`src/rtl/segre_pkg.sv`:
```
// Shared fetch-path definitions: machine widths, the canonical NOP, and the
// {instr, pc} pair carried from IF to ID.
package segre_pkg;

  localparam int unsigned WORD_SIZE         = 32;
  localparam int unsigned ADDR_SIZE         = 32;
  localparam int unsigned FETCH_QUEUE_DEPTH = 4;

  // addi x0, x0, 0
  localparam logic [WORD_SIZE-1:0] NOP_INSTR = 32'h0000_0013;

  typedef struct packed {
    logic [WORD_SIZE-1:0] instr;
    logic [ADDR_SIZE-1:0] pc;
  } fetch_entry_t;

endpackage

```
`src/rtl/segre_fetch_queue.sv`:
```
// Circular instruction buffer between IF and ID. Holds fetched {instr, pc}
// pairs, presents the oldest one, and supports flush, pop blocking and NOP injection.
module segre_fetch_queue
  import segre_pkg::*;
#(
  parameter int unsigned DEPTH   = FETCH_QUEUE_DEPTH,
  parameter int unsigned INSTR_W = WORD_SIZE,
  parameter int unsigned PC_W    = ADDR_SIZE,
  parameter int unsigned CNT_W   = $clog2(DEPTH + 1)
) (
  input  logic               clk_i,
  input  logic               rsn_i,

  input  logic               push_valid_i,
  output logic               push_ready_o,
  input  logic [INSTR_W-1:0] push_instr_i,
  input  logic [PC_W-1:0]    push_pc_i,

  input  logic               flush_i,
  input  logic               block_i,
  input  logic               inject_nop_i,
  input  logic               pop_i,

  output logic               valid_o,
  output logic [INSTR_W-1:0] instr_o,
  output logic [PC_W-1:0]    pc_o,
  output logic [CNT_W-1:0]   count_o,
  output logic               empty_o,
  output logic               full_o
);

  localparam int unsigned PTR_W = $clog2(DEPTH);

  typedef struct packed {
    logic [INSTR_W-1:0] instr;
    logic [PC_W-1:0]    pc;
  } entry_t;

  entry_t             entries_q [DEPTH];
  logic [PTR_W-1:0]   rd_ptr_q, rd_ptr_d;
  logic [PTR_W-1:0]   wr_ptr_q, wr_ptr_d;
  logic [CNT_W-1:0]   count_q,  count_d;

  logic               empty;
  logic               full;
  logic               push_fire;
  logic               pop_fire;
  entry_t             head;

  // Status depends only on registered state, so IF never sees a path from pop_i.
  always_comb begin
    empty        = (count_q == '0);
    full         = (count_q == CNT_W'(DEPTH));
    push_ready_o = rsn_i && !full;
    valid_o      = !empty && !inject_nop_i;
    push_fire    = push_valid_i && push_ready_o && !flush_i;
    pop_fire     = pop_i && valid_o && !block_i && !flush_i;
  end

  always_comb begin
    rd_ptr_d = rd_ptr_q;
    wr_ptr_d = wr_ptr_q;
    count_d  = count_q;
    if (flush_i) begin
      rd_ptr_d = '0;
      wr_ptr_d = '0;
      count_d  = '0;
    end else begin
      if (push_fire) wr_ptr_d = wr_ptr_q + PTR_W'(1);
      if (pop_fire)  rd_ptr_d = rd_ptr_q + PTR_W'(1);
      unique case ({push_fire, pop_fire})
        2'b10:   count_d = count_q + CNT_W'(1);
        2'b01:   count_d = count_q - CNT_W'(1);
        default: count_d = count_q;
      endcase
    end
  end

  always_ff @(posedge clk_i or negedge rsn_i) begin
    if (!rsn_i) begin
      rd_ptr_q <= '0;
      wr_ptr_q <= '0;
      count_q  <= '0;
    end else begin
      rd_ptr_q <= rd_ptr_d;
      wr_ptr_q <= wr_ptr_d;
      count_q  <= count_d;
    end
  end

  // Storage needs no reset: an entry is only read once count covers it.
  always_ff @(posedge clk_i) begin
    if (push_fire) begin
      entries_q[wr_ptr_q] <= '{instr: push_instr_i, pc: push_pc_i};
    end
  end

  always_comb begin
    head    = entries_q[rd_ptr_q];
    instr_o = valid_o ? head.instr : INSTR_W'(NOP_INSTR);
    pc_o    = valid_o ? head.pc    : '0;
    count_o = count_q;
    empty_o = empty;
    full_o  = full;
  end

endmodule

```
`config.mk`:
```
export PLATFORM = sky130hd
export DESIGN_NAME = segre_fetch_queue
export DESIGN_NICKNAME = d
export VERILOG_FILES = /design/src/rtl/segre_pkg.sv /design/src/rtl/segre_fetch_queue.sv
export SDC_FILE = /design/constraint.sdc
export NUM_CORES = 1
export LEC_CHECK = 0
export CAP_MARGIN = 10
export CORE_MARGIN = 2
export CORE_UTILIZATION = 50
export CTS_CLUSTER_DIAMETER = 150
export DETAILED_ROUTE_END_ITERATION = 16
export PLACE_DENSITY = 0.74
export SLEW_MARGIN = 40
export SYNTH_ARGS = -nofsm -noshare
export SYNTH_HDL_FRONTEND = slang
export SYNTH_SLANG_ARGS = --single-unit
```
`constraint.sdc`:
```
create_clock -name clk_i -period 3.35 [get_ports clk_i]
set_input_delay 0.67 -clock clk_i [delete_from_list [all_inputs] [get_ports clk_i]]
set_output_delay 0.67 -clock clk_i [all_outputs]
set_load 0.02 [all_outputs]
```
* Word-level counts from Yosys, hierarchy flattened
Memory sizes are Yosys's and may differ from the RTL's.
Index checks and enable logic that the tools add are counted.
** Storage, ports and cells
- Bits in writable memories :: 256
- Flip-flop bits (word level) :: 7
- Bits of input ports :: 71
- Memories kept :: 1
- Word-level logic and storage cells :: 37
** Memories
- entries_q :: words 4, bits a word 64, read ports 1, clocked after Yosys merged registers in 0, wr ports 1, RTL line segre_fetch_queue.sv:39 : entry_t entries_q [DEPTH];
** Cells by class
- Reductions and logical operators :: 16
- Muxes and demuxes :: 10
- Equality and inequality tests :: 3
- Add/sub/neg operators :: 4
** Operator list (count)
- $mux 32 :: 2
- $mux 2 :: 4
- $logic_and 1x1->1 :: 7
- $pmux 3 s2 :: 1
- $logic_not 1->1 :: 5
- $add 2x1->2 const B :: 2
- $reduce_bool 2->1 :: 2
- $add 3x1->3 const B :: 1
- $eq 3x3->1 const B :: 1
- $logic_not 3->1 :: 1
- $mux 3 :: 1
- $reduce_bool 3->1 :: 1
- $sub 3x1->3 const B :: 1
- $eq 2x1->1 const B :: 1
- $eq 2x2->1 const B :: 1
- $mux 1 :: 2

* Logic depth before layout (Yosys ltp)
- Word-level depth :: 9
- Depth in mapped cells :: 7
- Gate-level depth less buffers :: 7

* Worst setup path before layout
Ideal clock, no wire load.
- Path type :: reg-to-reg
- Start point :: register count_q[0] (netlist: count_o[0])
- End point :: memory entries_q[1][0] (netlist bit) (enable)
- Period minus slack after synthesis :: 3542 ps
- Cell stages (with the launch flop) :: 5
- Data arrival time :: 3114 ps
- Library setup time :: 429 ps
- Data required time :: 2921 ps
- Slack :: -192 ps
- Path buffers :: 0
- Cells stage by stage :: dfrtp_1 > nor2_1 > a21boi_0 > and3b_1 > and2_1
** On the way
- Longest elaborated chain between the ends :: 7
** Ends and longest elaborated chain
- start: declaration :: RTL line segre_fetch_queue.sv:42 : logic [CNT_W-1:0] count_q, count_d;
- start signal: assignment :: RTL line segre_fetch_queue.sv:87 : count_q <= count_d;
- $eq 3x3->1 :: RTL line segre_fetch_queue.sv:53 : full = (count_q == CNT_W'(DEPTH));
- $logic_not 1->1 :: RTL line segre_fetch_queue.sv:54 : push_ready_o = rsn_i && !full;
- $logic_and 1x1->1 :: RTL line segre_fetch_queue.sv:54
- net push_ready_o :: RTL line segre_fetch_queue.sv:15 : output logic push_ready_o,
- $logic_and 1x1->1 (2 in series) :: RTL line segre_fetch_queue.sv:56 : push_fire = push_valid_i && push_ready_o && !flush_i;
- $mux 1 :: RTL line segre_fetch_queue.sv:93 : if (push_fire) begin
- $mux 1 (not written as such) :: RTL line segre_fetch_queue.sv:94 : entries_q[wr_ptr_q] <= '{instr: push_instr_i, pc: push_pc_i};
- end: declaration :: RTL line segre_fetch_queue.sv:39
The timed path passes the listed nets, and every way through them passes these cells.

* Final worst setup path
- Start point :: register rd_ptr_q[0]
- End point :: output port pc_o[2]
** On the way
- Longest elaborated chain between the ends :: 2
** Ends and longest elaborated chain
- start: declaration :: RTL line segre_fetch_queue.sv:40 : logic [PTR_W-1:0] rd_ptr_q, rd_ptr_d;
- start signal: assignment :: RTL line segre_fetch_queue.sv:85 : rd_ptr_q <= rd_ptr_d;
- $mem_v2 4x64
- $mux 32 :: RTL line segre_fetch_queue.sv:101 : pc_o = valid_o ? head.pc : '0;
- end: declaration :: RTL line segre_fetch_queue.sv:26 : output logic [PC_W-1:0] pc_o,
No other way between the ends.

==> results.toml <==
[sta]
maxSlewViolCount = 0
whs_ps = 480
fmax_mhz = 310
setup_viol = 0
fin_crit_ps = 3230
worst_pin_slew_ps = 492
timing.slew.headroom_pct = 67.2
rsz0062_at_grt = "false"
skew_ps = 20.0
hold_violations = 0
period_share_pct = 96.3
finalSetupTns_ps = 0

[critical_path]
crit_path_start = "rd_ptr_q[0]$_DFFE_PN0P_"
slowest_stage = "clkdlybuf4s50_1"
crit_arrival_ps = 2560
r2r_start = "count_o[0]$_DFFE_PN0P_"
end_kind = "primary output"
endpoint = "pc_o[2]"
critical_path_depth = 5
critical_path_class = "reg -> out"
crit_family = "buffers and inverters"
r2r_cells = 5
crit_path_max_incr_delay_ps = 540
path_buf_inv = 3
startpoint_type = "flip-flop"
regToRegSetupSlack_ps = 1040
path_max_fanout = 11
cp_cell_sequence = "buf_4 -> buf_16 -> mux4_2 -> and2_1 -> clkdlybuf4s50_1"
r2r_end = "entries_q[3][52]$_DFFE_PP_"
worstPathRequired_ps = 2680

[logic_synthesis]
synthDistinctLibCells = 31
yosysSeqAreaShare_pct = 77.3
netlist_area_mm2 = 0.0102
yosysTopAreaCellShare_pct = 75.6
synthCells = 460
synth_area_leaders = "edfxtp_1, mux4_2, and2_1"
ys_ff_latch = 263
yosysWarningCount = 0
synth_area_per_cell_um2 = 22.1
synth_fp_nets = 536
yosysTopAreaCell = "edfxtp_1"

[power_and_ir_drop]
vdd_ir_drop_max_uv = 576
internal_power_uw = 5380
p_leak_uw = 0.00412
p_per_area_mw_per_mm2 = 520
power_frac_seq_pct = 54.5
combPwrFrac_pct = 7.3
power_uw = 6740
p_switching_uw = 1360
clkPwrFrac_pct = 38.2
p_sw_share_pct = 20.2

[placed_design]
io_buffers = 141
postPlaceCellArea_mm2 = 0.0121
gp_congestion = 0.708
dp_hpwl_um = 11400
numPlacedInstances = 869

[floorplanning]
row_count = 52
start_util_pct = 50.6
io-pin-count = 142
die_h_um = 147
dieArea_mm2 = 0.0215
dieWidth_um = 147
core_mm2 = 0.0201

[clock_network]
clkLatencyLatePin_ps = 520
root_buffer = "clkbuf_16"
cts_tree = "done"
numCtsBuffers = 26
cts_resized = 0
cts.sink_count = 263
clk_path_buf_depth = 3
h-tree-depth = 1
clk_pin_slew_ps = 60

[drt]
num_vias = 4987
finalWirelength_um = 19000
ant_nets = 0
drc_errors = 0
drtPass1Iterations = 5
drt_first_iter_violations = 258
vias_per_cell = 5.42
wl_per_cell_um = 20.6

[worst_hold_path]
hold_class = "in -> async"

[grt]
grt_max_degree = 63
grt_usage_pct = 17.8
gr-total-overflow = 0
grt_pass1_vias = 5396
antenna_found_initial = 0
grt_pass1_wl_um = 29600

[outcome]
status = "finished, final reports clean"

[flow_run]
drv_cap = 0

[finish]
n_fill_cell = 1300
final_layout_size_suffix_gt1_share_pct = 20.8
nNetsFinal = 709
final_cell_area_mm2 = 0.0130
antennaDiodeCount = 0
fin_cells = 920
area_delta_synth_final_pct = 27.5
how the worst min path moves through the flow:
stage                                  startpoint                      end  slack, ps  depth (start not counted)
after floorplan                             rsn_i   count_o[0]$_DFFE_PN0P_        370                          0
after global placement    wr_ptr_q[1]$_DFFE_PN0P_  wr_ptr_q[1]$_DFFE_PN0P_        560                          2
after detailed placement  wr_ptr_q[1]$_DFFE_PN0P_  wr_ptr_q[1]$_DFFE_PN0P_        590                          2
after CTS                                   rsn_i   count_o[1]$_DFFE_PN0P_        460                          2
after global routing                        rsn_i  rd_ptr_q[1]$_DFFE_PN0P_        480                          2
final                                       rsn_i   count_o[1]$_DFFE_PN0P_        480                          2
layout by cell type, fill, tap and decap left out, types with 3 or more instances in the layout:
cell type        instances
dfrtp_1                  5
xnor2_1                  4
clkbuf_16               28
and2_4                   4
or3_1                    3
ha_1                     4
clkdlybuf4s50_1        141
edfxtp_1               256
clkbuf_1                 7
clkinv_2                 7
mux4_2                  64
buf_12                  12
buf_4                   11
nor2_1                   7
clkinv_1                 4
and2_1                  63
sequential cells by signal, indices dropped and copies added, names as in the netlist:
name	count
count_o	3
rd_ptr_q	2
wr_ptr_q	2
entries_q	256
cell type report:
class	count	area, um^2	share of cell area [%]
multi-input cells	174	2210	17.1
clock inverters	11	50.0	0.386
clock buffers	34	702	5.41
inverters	2	7.51	0.0579
well taps	270	338	2.61
repair buffers	166	1790	13.8
flip-flops and latches	263	7870	60.7
logic make-up (layout without fill, tap and decap cells):
family	Yosys count	after routing	synth area share [%]
buffers and inverters	23	213	1.07
multiplexers	67	67	14.5
AO/OA/AOI/OAI	7	7	0.480
adder cells (fa/ha/maj)	5	5	0.689
AND/OR/NAND/NOR	91	91	5.60
XOR/XNOR	4	4	0.345
flip-flops	263	263	77.3
stage by stage:
step                      setup WS, ps  util (%)
after floorplan                    504         -
after global placement             300      60.3
after detailed placement           303      60.3
after CTS                         4.00      64.4
after global routing              40.5      64.5
final                              124      64.5
synth_stat cells:
cell type,count
edfxtp_1,256
and2_1,67
mux4_2,64
clkbuf_1,8
nor2_1,8
dfrtp_1,7
buf_1,5
buf_4,5
ha_1,4
xnor2_1,4
buf_2,3
or3_1,3
inv_1,2
mux2i_1,2
nand2_1,2
nand2b_1,2
nor3b_1,2
nor4_1,2
o21ai_0,2
a21boi_0,1
a21oi_2,1
a31oi_1,1
and3b_1,1
fa_1,1
mux2_2,1
nor2_4,1
nor2b_1,1
nor3_4,1
o2111ai_1,1
o211ai_1,1
or3b_4,1
metal layers:
layer / share of wire [%] / global-route usage (%) / vias up
li1: - / - / 2222
met1: 41 / 22.8 / 2592
met2: 51 / 30.9 / 153
met3: 7.3 / 4.75 / 20
met4: 1.2 / 3.50 / 0
met5: 0 / 0 / -
worst reg2reg max path, cell delays in order (launching register included):
cell	delay (ps)
dfrtp_1	510
nor2_1	180
a21boi_0	280
and3b_1	300
and2_4	400
buf_12	300
power groups by stage:
stage	clock network, uW	logic, uW	registers, uW
after floorplan	0	214	3740
after global placement	0	475	3750
after detailed placement	0	484	3750
after CTS	2640	500	3670
after global routing	2780	528	3680
final	2570	493	3670
repair_timing:
item,CTS,global route
buffers inserted,5,1
setup endpoints to repair,49,13
hold buffers,0,0
cloned,0,0
Note: power is estimated with default switching activity, not from simulation.
